`src/rtl/shift_pkg.sv`:
```
// Shared definitions for the multi-cycle right shifter: FSM encoding, amount width, STEP legality.
package shift_pkg;

    typedef enum logic [1:0] {
        ST_IDLE  = 2'd0,
        ST_SHIFT = 2'd1,
        ST_DONE  = 2'd2
    } state_t;

    localparam int SHRL_WIDTH = 32;
    localparam int SHRL_STEP  = 4;

    // Clamped amount needs one extra bit so that amt==WIDTH is representable.
    function automatic int shamt_w(input int width);
        return $clog2(width) + 1;
    endfunction

    function automatic bit step_legal(input int width, input int step);
        return (step >= 1) && (step <= width) && ((step & (step - 1)) == 0);
    endfunction

    localparam int  SHAMT_W = shamt_w(SHRL_WIDTH);
    localparam bit  STEP_OK = step_legal(SHRL_WIDTH, SHRL_STEP);

endpackage

```
`src/rtl/shr_stage.sv`:
```
// One shift step: combinational right shift of the accumulator by k (0..STEP) with a fill bit.
module shr_stage
    import shift_pkg::*;
#(
    parameter int WIDTH = SHRL_WIDTH,
    parameter int STEP  = SHRL_STEP
) (
    input  logic [WIDTH-1:0]        din,
    input  logic [$clog2(STEP):0]   k,
    input  logic                    fill,
    output logic [WIDTH-1:0]        dout
);

    logic [2*WIDTH-1:0] ext;

    always_comb begin
        ext  = {{WIDTH{fill}}, din};
        dout = WIDTH'(ext >> k);
    end

endmodule

```
`src/rtl/shrl_seq.sv`:
```
// Multi-cycle right shifter: accepts operand+amount on valid/ready, shifts STEP bits per cycle,
// holds the result until consumed. Define SHRL_ARITH_EN to add the arith port (sign fill).
module shrl_seq
    import shift_pkg::*;
#(
    parameter int WIDTH = SHRL_WIDTH,
    parameter int STEP  = SHRL_STEP
) (
    input  logic             clk,
    input  logic             rst,
    input  logic             in_valid,
    output logic             in_ready,
    input  logic [WIDTH-1:0] input1,
    input  logic [31:0]      shift,
`ifdef SHRL_ARITH_EN
    input  logic             arith,
`endif
    output logic             out_valid,
    input  logic             out_ready,
    output logic [WIDTH-1:0] shifted,
    output logic             busy
);

    localparam int AMT_W  = shamt_w(WIDTH);
    localparam int STEP_W = $clog2(STEP) + 1;

    if (!step_legal(WIDTH, STEP)) begin : g_bad_step
        $error("shrl_seq: STEP must be a power of two in 1..WIDTH");
    end

    state_t             state, state_d;
    logic [WIDTH-1:0]   acc, acc_d;
    logic [AMT_W-1:0]   rem, rem_d;
    logic               fill, fill_d;
    logic [WIDTH-1:0]   res;

    logic [AMT_W-1:0]   amt;
    logic               fill_in;
    logic [STEP_W-1:0]  k;
    logic [WIDTH-1:0]   stage_out;

    // Any amount at or beyond WIDTH behaves exactly like WIDTH: everything shifted out.
    always_comb begin
        if (shift >= 32'(WIDTH))
            amt = AMT_W'(WIDTH);
        else
            amt = shift[AMT_W-1:0];
    end

`ifdef SHRL_ARITH_EN
    assign fill_in = arith & input1[WIDTH-1];
`else
    assign fill_in = 1'b0;
`endif

    always_comb begin
        if (rem >= AMT_W'(STEP))
            k = STEP_W'(STEP);
        else
            k = STEP_W'(rem);
    end

    shr_stage #(
        .WIDTH (WIDTH),
        .STEP  (STEP)
    ) u_stage (
        .din   (acc),
        .k     (k),
        .fill  (fill),
        .dout  (stage_out)
    );

    always_comb begin
        state_d   = state;
        acc_d     = acc;
        rem_d     = rem;
        fill_d    = fill;
        in_ready  = 1'b0;
        out_valid = 1'b0;
        busy      = 1'b0;
        case (state)
            ST_IDLE: begin
                in_ready = 1'b1;
                if (in_valid) begin
                    acc_d   = input1;
                    rem_d   = amt;
                    fill_d  = fill_in;
                    state_d = (amt == '0) ? ST_DONE : ST_SHIFT;
                end
            end
            ST_SHIFT: begin
                busy  = 1'b1;
                acc_d = stage_out;
                rem_d = rem - AMT_W'(k);
                if (rem_d == '0)
                    state_d = ST_DONE;
            end
            ST_DONE: begin
                busy      = 1'b1;
                out_valid = 1'b1;
                // No bypass: a request seen while retiring waits for IDLE.
                if (out_ready)
                    state_d = ST_IDLE;
            end
            default: state_d = ST_IDLE;
        endcase
    end

    always_ff @(posedge clk) begin
        if (rst) begin
            state <= ST_IDLE;
            acc   <= '0;
            rem   <= '0;
            fill  <= 1'b0;
            res   <= '0;
        end else begin
            state <= state_d;
            acc   <= acc_d;
            rem   <= rem_d;
            fill  <= fill_d;
            // Result register is separate so it survives the next accept until that op completes.
            if (state_d == ST_DONE && state != ST_DONE)
                res <= acc_d;
        end
    end

    assign shifted = res;

endmodule

```
`config.mk`:
```
export PLATFORM = sky130hd
export DESIGN_NAME = shrl_seq
export DESIGN_NICKNAME = d
export VERILOG_FILES = /design/src/rtl/shift_pkg.sv /design/src/rtl/shr_stage.sv /design/src/rtl/shrl_seq.sv
export SDC_FILE = /design/constraint.sdc
export NUM_CORES = 1
export LEC_CHECK = 0
export ABC_AREA = 1
export CELL_PAD_IN_SITES_DETAIL_PLACEMENT = 0
export CELL_PAD_IN_SITES_GLOBAL_PLACEMENT = 2
export CORE_MARGIN = 1
export CORE_UTILIZATION = 24
export CTS_BUF_LIST = sky130_fd_sc_hd__clkbuf_16
export CTS_CLUSTER_DIAMETER = 80
export DETAILED_ROUTE_END_ITERATION = 7
export HOLD_SLACK_MARGIN = 0.06
export PLACE_DENSITY_LB_ADDON = 0.1
export RECOVER_POWER = 100
export SLEW_MARGIN = 20
export SYNTH_ARGS = -nofsm -noshare
export SYNTH_HDL_FRONTEND = slang
export SYNTH_SLANG_ARGS = --single-unit
```
`constraint.sdc`:
```
create_clock -name clk -period 1.6 [get_ports clk]
set_input_delay 0.16 -clock clk [delete_from_list [all_inputs] [get_ports clk]]
set_output_delay 0.16 -clock clk [all_outputs]
set_load 0.02 [all_outputs]
```
==> results_dict.tcl <==
set metrics [dict create \
    tightestPinTransition_ps 335 \
    drv.max_cap_violation_count 0 \
    die_w_um 136 \
    post_synth_fa_ha_maj_area_fraction_pct 1.16 \
    nNetsFinal 881 \
    design.core.area_um2 17400 \
    timing.fmax_mhz 567 \
    cts_made_buffers 9 \
    totalPowerFinal_uw 8480 \
    start_util_pct 24.8 \
    maxSlewViolCount 0 \
    required_ps 1890 \
    yosysWarnings 0 \
    synthToLayoutAreaGrowth_pct 61.4 \
    pre_cts_slack_ps -500 \
    portion_of_netlist_area_occupied_by_mux_cells_pct 0 \
    gr-total-overflow 0 \
    synth_xor_xnor_area_share_pct 0.203 \
    clock_latency_ps 350 \
    fin_util_pct 40.1 \
    vert_die_dim_um 136 \
    cts_sinks 72 \
    ffs_latches_synth 72 \
    violations "negative setup slack" \
    root_buffer "sky130_fd_sc_hd__clkbuf_16" \
    yosysSeqAreaShare_pct 33.3 \
    detail_route.first_pass.iterations 5 \
    overall_die_area_um2 18600 \
    clock_tree_from_tritoncts "built" \
    cts_htree_levels 3 \
    outcome "finished with violations" \
    hold_path_class "primary input to flip-flop" \
    placement_rows 48 \
    grt_max_degree 38 \
    path_max_fanout 7 \
    post_synth_instance_area_um2 4320 \
    syn_area_per_cell_um2 6.52 \
    worst_ir_drop_vdd_mv 0.623 \
    hpwlAfterDp_mm 10.6 \
    final_layout_size_suffix_gt1_share_pct 27.1 \
    drt_iter0_drc 280 \
    grt_pass1_vias 4688 \
    syn_inst 663 \
    worstPathArrival_ps 2050 \
    timing.max_slew.rel_slack_pct 77.7 \
    detail_route.vias_per_cell 4.61 \
    grtUsageTotal_pct 16.5 \
    layout.cell_area.non_filler_um2 6980 \
    synth-compound-area-share_pct 21.9 \
    setup_violations 35 \
    placement.io_buffers 102 \
    simple_gate_fraction_of_synth_area_pct 31.1 \
    cp_endpoint_kind "flip-flop" \
    insertedDiodeCount 0 \
    min_period_over_period_pct 110 \
    rsz0062_at_grt "yes" \
    minimum_clock_period_ps 1760 \
    hold_ws_ps 361 \
    routabilityCongestion 0.803 \
    synthesis.nets 735 \
    wl_per_cell_um 14.2 \
    power_density_nw_per_um2 1210 \
    detailroute.via_count 4790 \
    leakagePower_uw 0.00275 \
    finClkSkew_ps 9.55 \
    finalWirelength_mm 14.7 \
    clockBufferDepth 2 \
    ant_nets 0 \
    drc 0 \
    synth_top_family_by_area "simple AND/OR/NAND/NOR gates" \
    synthDistinctLibCells 31 \
    grt_pass1_wl_mm 23.7 \
    dpl-instance-area_um2 6030 \
    worst-setup-path-type "flip-flop to flip-flop" \
    cts.reportedPaths.clkPinSlew_ps 60 \
    finalHoldViolations 0 \
    worst_slack_ps -163 \
    antenna_violations_before_repair 0 \
    io_pins 103 \
    critical_path.startpoint_type "flip-flop" \
]
-- registers in the layout, indices dropped and copies added, names as in the netlist --
name / count
shifted: 32
state: 2
rem: 6
acc: 32
-- what timing repair did --
| action | 4_1_cts | 5_1_grt |
|---|---|---|
| gates resized for setup | 76 | 40 |
| endpoints found under the setup margin | 66 | 64 |
| hold buffers | 0 | 0 |
| pin swaps | 16 | 29 |
| gates cloned | 5 | 2 |
| buffers inserted | 5 | 4 |
-- power by group --
part	switching, µW	internal, µW
Clock	796	1350
Combinational	2150	1830
Sequential	260	2090
-- logic make-up after synthesis --
logic type / count (synthesis)
compound gates: 138
xor+xnor: 1
fa+ha+maj: 4
buf+inv: 118
flops: 72
simple gates: 330
-- per-layer routing --
layer | wire length, µm | vias to the layer above | share of wire, % | global-route usage, %
li1 | - | 2475 | - | -
met1 | 7070 | 2211 | 48 | 21.9
met2 | 6720 | 90 | 46 | 26.7
met3 | 732 | 14 | 5.0 | 3.36
met4 | 179 | 0 | 1.2 | 4.57
met5 | 0 | - | 0 | 0
-- cell usage in the layout (no fill, tap or decap), types with 5 or more instances in the layout --
master,Yosys,final
sky130_fd_sc_hd__nor2_1,122,95
sky130_fd_sc_hd__o21ai_0,12,8
sky130_fd_sc_hd__o21ai_1,3,6
sky130_fd_sc_hd__nor2_4,3,13
sky130_fd_sc_hd__inv_1,44,39
sky130_fd_sc_hd__nand3_1,39,38
sky130_fd_sc_hd__clkdlybuf4s50_1,0,98
sky130_fd_sc_hd__clkbuf_16,0,11
sky130_fd_sc_hd__a21oi_1,31,31
sky130_fd_sc_hd__o211ai_2,6,6
sky130_fd_sc_hd__nand2_1,156,145
sky130_fd_sc_hd__buf_6,7,7
sky130_fd_sc_hd__nor2_2,2,19
sky130_fd_sc_hd__buf_12,0,12
sky130_fd_sc_hd__inv_2,31,31
sky130_fd_sc_hd__buf_4,7,47
sky130_fd_sc_hd__a22oi_2,0,24
sky130_fd_sc_hd__o211ai_1,49,49
sky130_fd_sc_hd__nand2_2,1,11
sky130_fd_sc_hd__dfxtp_1,72,67
sky130_fd_sc_hd__buf_16,0,5
-- layout make-up --
| class | instances | area, µm² |
|---|---|---|
| inverters | 75 | 299 |
| flip-flops and latches | 72 | 1450 |
| fillers | 1837 | 10400 |
| repair buffers | 178 | 1910 |
| multi-input cells | 473 | 2720 |
| clock inverters | 6 | 85.1 |
| clock buffers | 9 | 225 |
| well taps | 225 | 282 |
-- stage by stage --
| stage | std cells | setup TNS, ps |
|---|---|---|
| 2_1_floorplan | 663 | -2430 |
| 3_3_place_gp | 1007 | -17420 |
| 3_5_place_dp | 1007 | -18360 |
| 4_1_cts | 1032 | -5030 |
| 5_1_grt | 1038 | -12070 |
| 6_report | 1038 | -4680 |
-- synth_stat cells --
cell / number / area (µm²)
sky130_fd_sc_hd__o211ai_1: 49 / 368
sky130_fd_sc_hd__nor3_1: 2 / 10.0
sky130_fd_sc_hd__inv_1: 44 / 165
sky130_fd_sc_hd__inv_2: 31 / 116
sky130_fd_sc_hd__nand2_2: 1 / 6.26
sky130_fd_sc_hd__a21oi_1: 31 / 155
sky130_fd_sc_hd__a211oi_1: 1 / 7.51
sky130_fd_sc_hd__nor2_2: 2 / 12.5
sky130_fd_sc_hd__o21ai_1: 3 / 15.0
sky130_fd_sc_hd__o211ai_2: 6 / 75.1
sky130_fd_sc_hd__nor2_1: 122 / 458
sky130_fd_sc_hd__nand4_1: 2 / 12.5
sky130_fd_sc_hd__a31oi_1: 7 / 43.8
sky130_fd_sc_hd__clkbuf_1: 20 / 75.1
sky130_fd_sc_hd__nand2_4: 1 / 11.3
sky130_fd_sc_hd__xnor2_1: 1 / 8.76
sky130_fd_sc_hd__buf_4: 7 / 52.6
sky130_fd_sc_hd__nand3_1: 39 / 195
sky130_fd_sc_hd__buf_1: 1 / 3.75
sky130_fd_sc_hd__o21ai_0: 12 / 60.1
sky130_fd_sc_hd__buf_6: 7 / 78.8
sky130_fd_sc_hd__nand2_1: 156 / 586
sky130_fd_sc_hd__a211oi_2: 1 / 12.5
sky130_fd_sc_hd__nand3b_2: 1 / 11.3
sky130_fd_sc_hd__nor2_4: 3 / 33.8
sky130_fd_sc_hd__a22oi_1: 27 / 203
sky130_fd_sc_hd__dfxtp_1: 72 / 1440
sky130_fd_sc_hd__o21ai_2: 1 / 8.76
sky130_fd_sc_hd__ha_1: 4 / 50.1
sky130_fd_sc_hd__nor3b_1: 1 / 7.51
sky130_fd_sc_hd__buf_2: 8 / 40.0
-- final timing paths --
kind / start / end / slack, ps / cells after the start
worst max-delay path: rem[2]$_SDFFE_PP0P_ / shifted[28]$_SDFFE_PP0P_ / -160 / 12
worst min-delay path: shift[4] / rem[4]$_SDFFE_PP0P_ / 360 / 6
worst max register to register: rem[2]$_SDFFE_PP0P_ / shifted[28]$_SDFFE_PP0P_ / -160 / 12
worst min register to register: shifted[8]$_SDFFE_PP0P_ / shifted[8]$_SDFFE_PP0P_ / 480 / 2
-- worst max-delay path, stage by stage, from the launching register on --
cell	delay (ps)
sky130_fd_sc_hd__dfxtp_2	320
sky130_fd_sc_hd__nor2_2	140
sky130_fd_sc_hd__nand2_4	130
sky130_fd_sc_hd__o21ai_2	90
sky130_fd_sc_hd__nand4_1	120
sky130_fd_sc_hd__nand3_2	120
sky130_fd_sc_hd__nand3b_4	90
sky130_fd_sc_hd__nor2_4	130
sky130_fd_sc_hd__buf_12	140
sky130_fd_sc_hd__buf_12	140
sky130_fd_sc_hd__buf_16	140
sky130_fd_sc_hd__nor2_4	30
sky130_fd_sc_hd__nor2_2	90
Power figures use the tool's default switching activity.
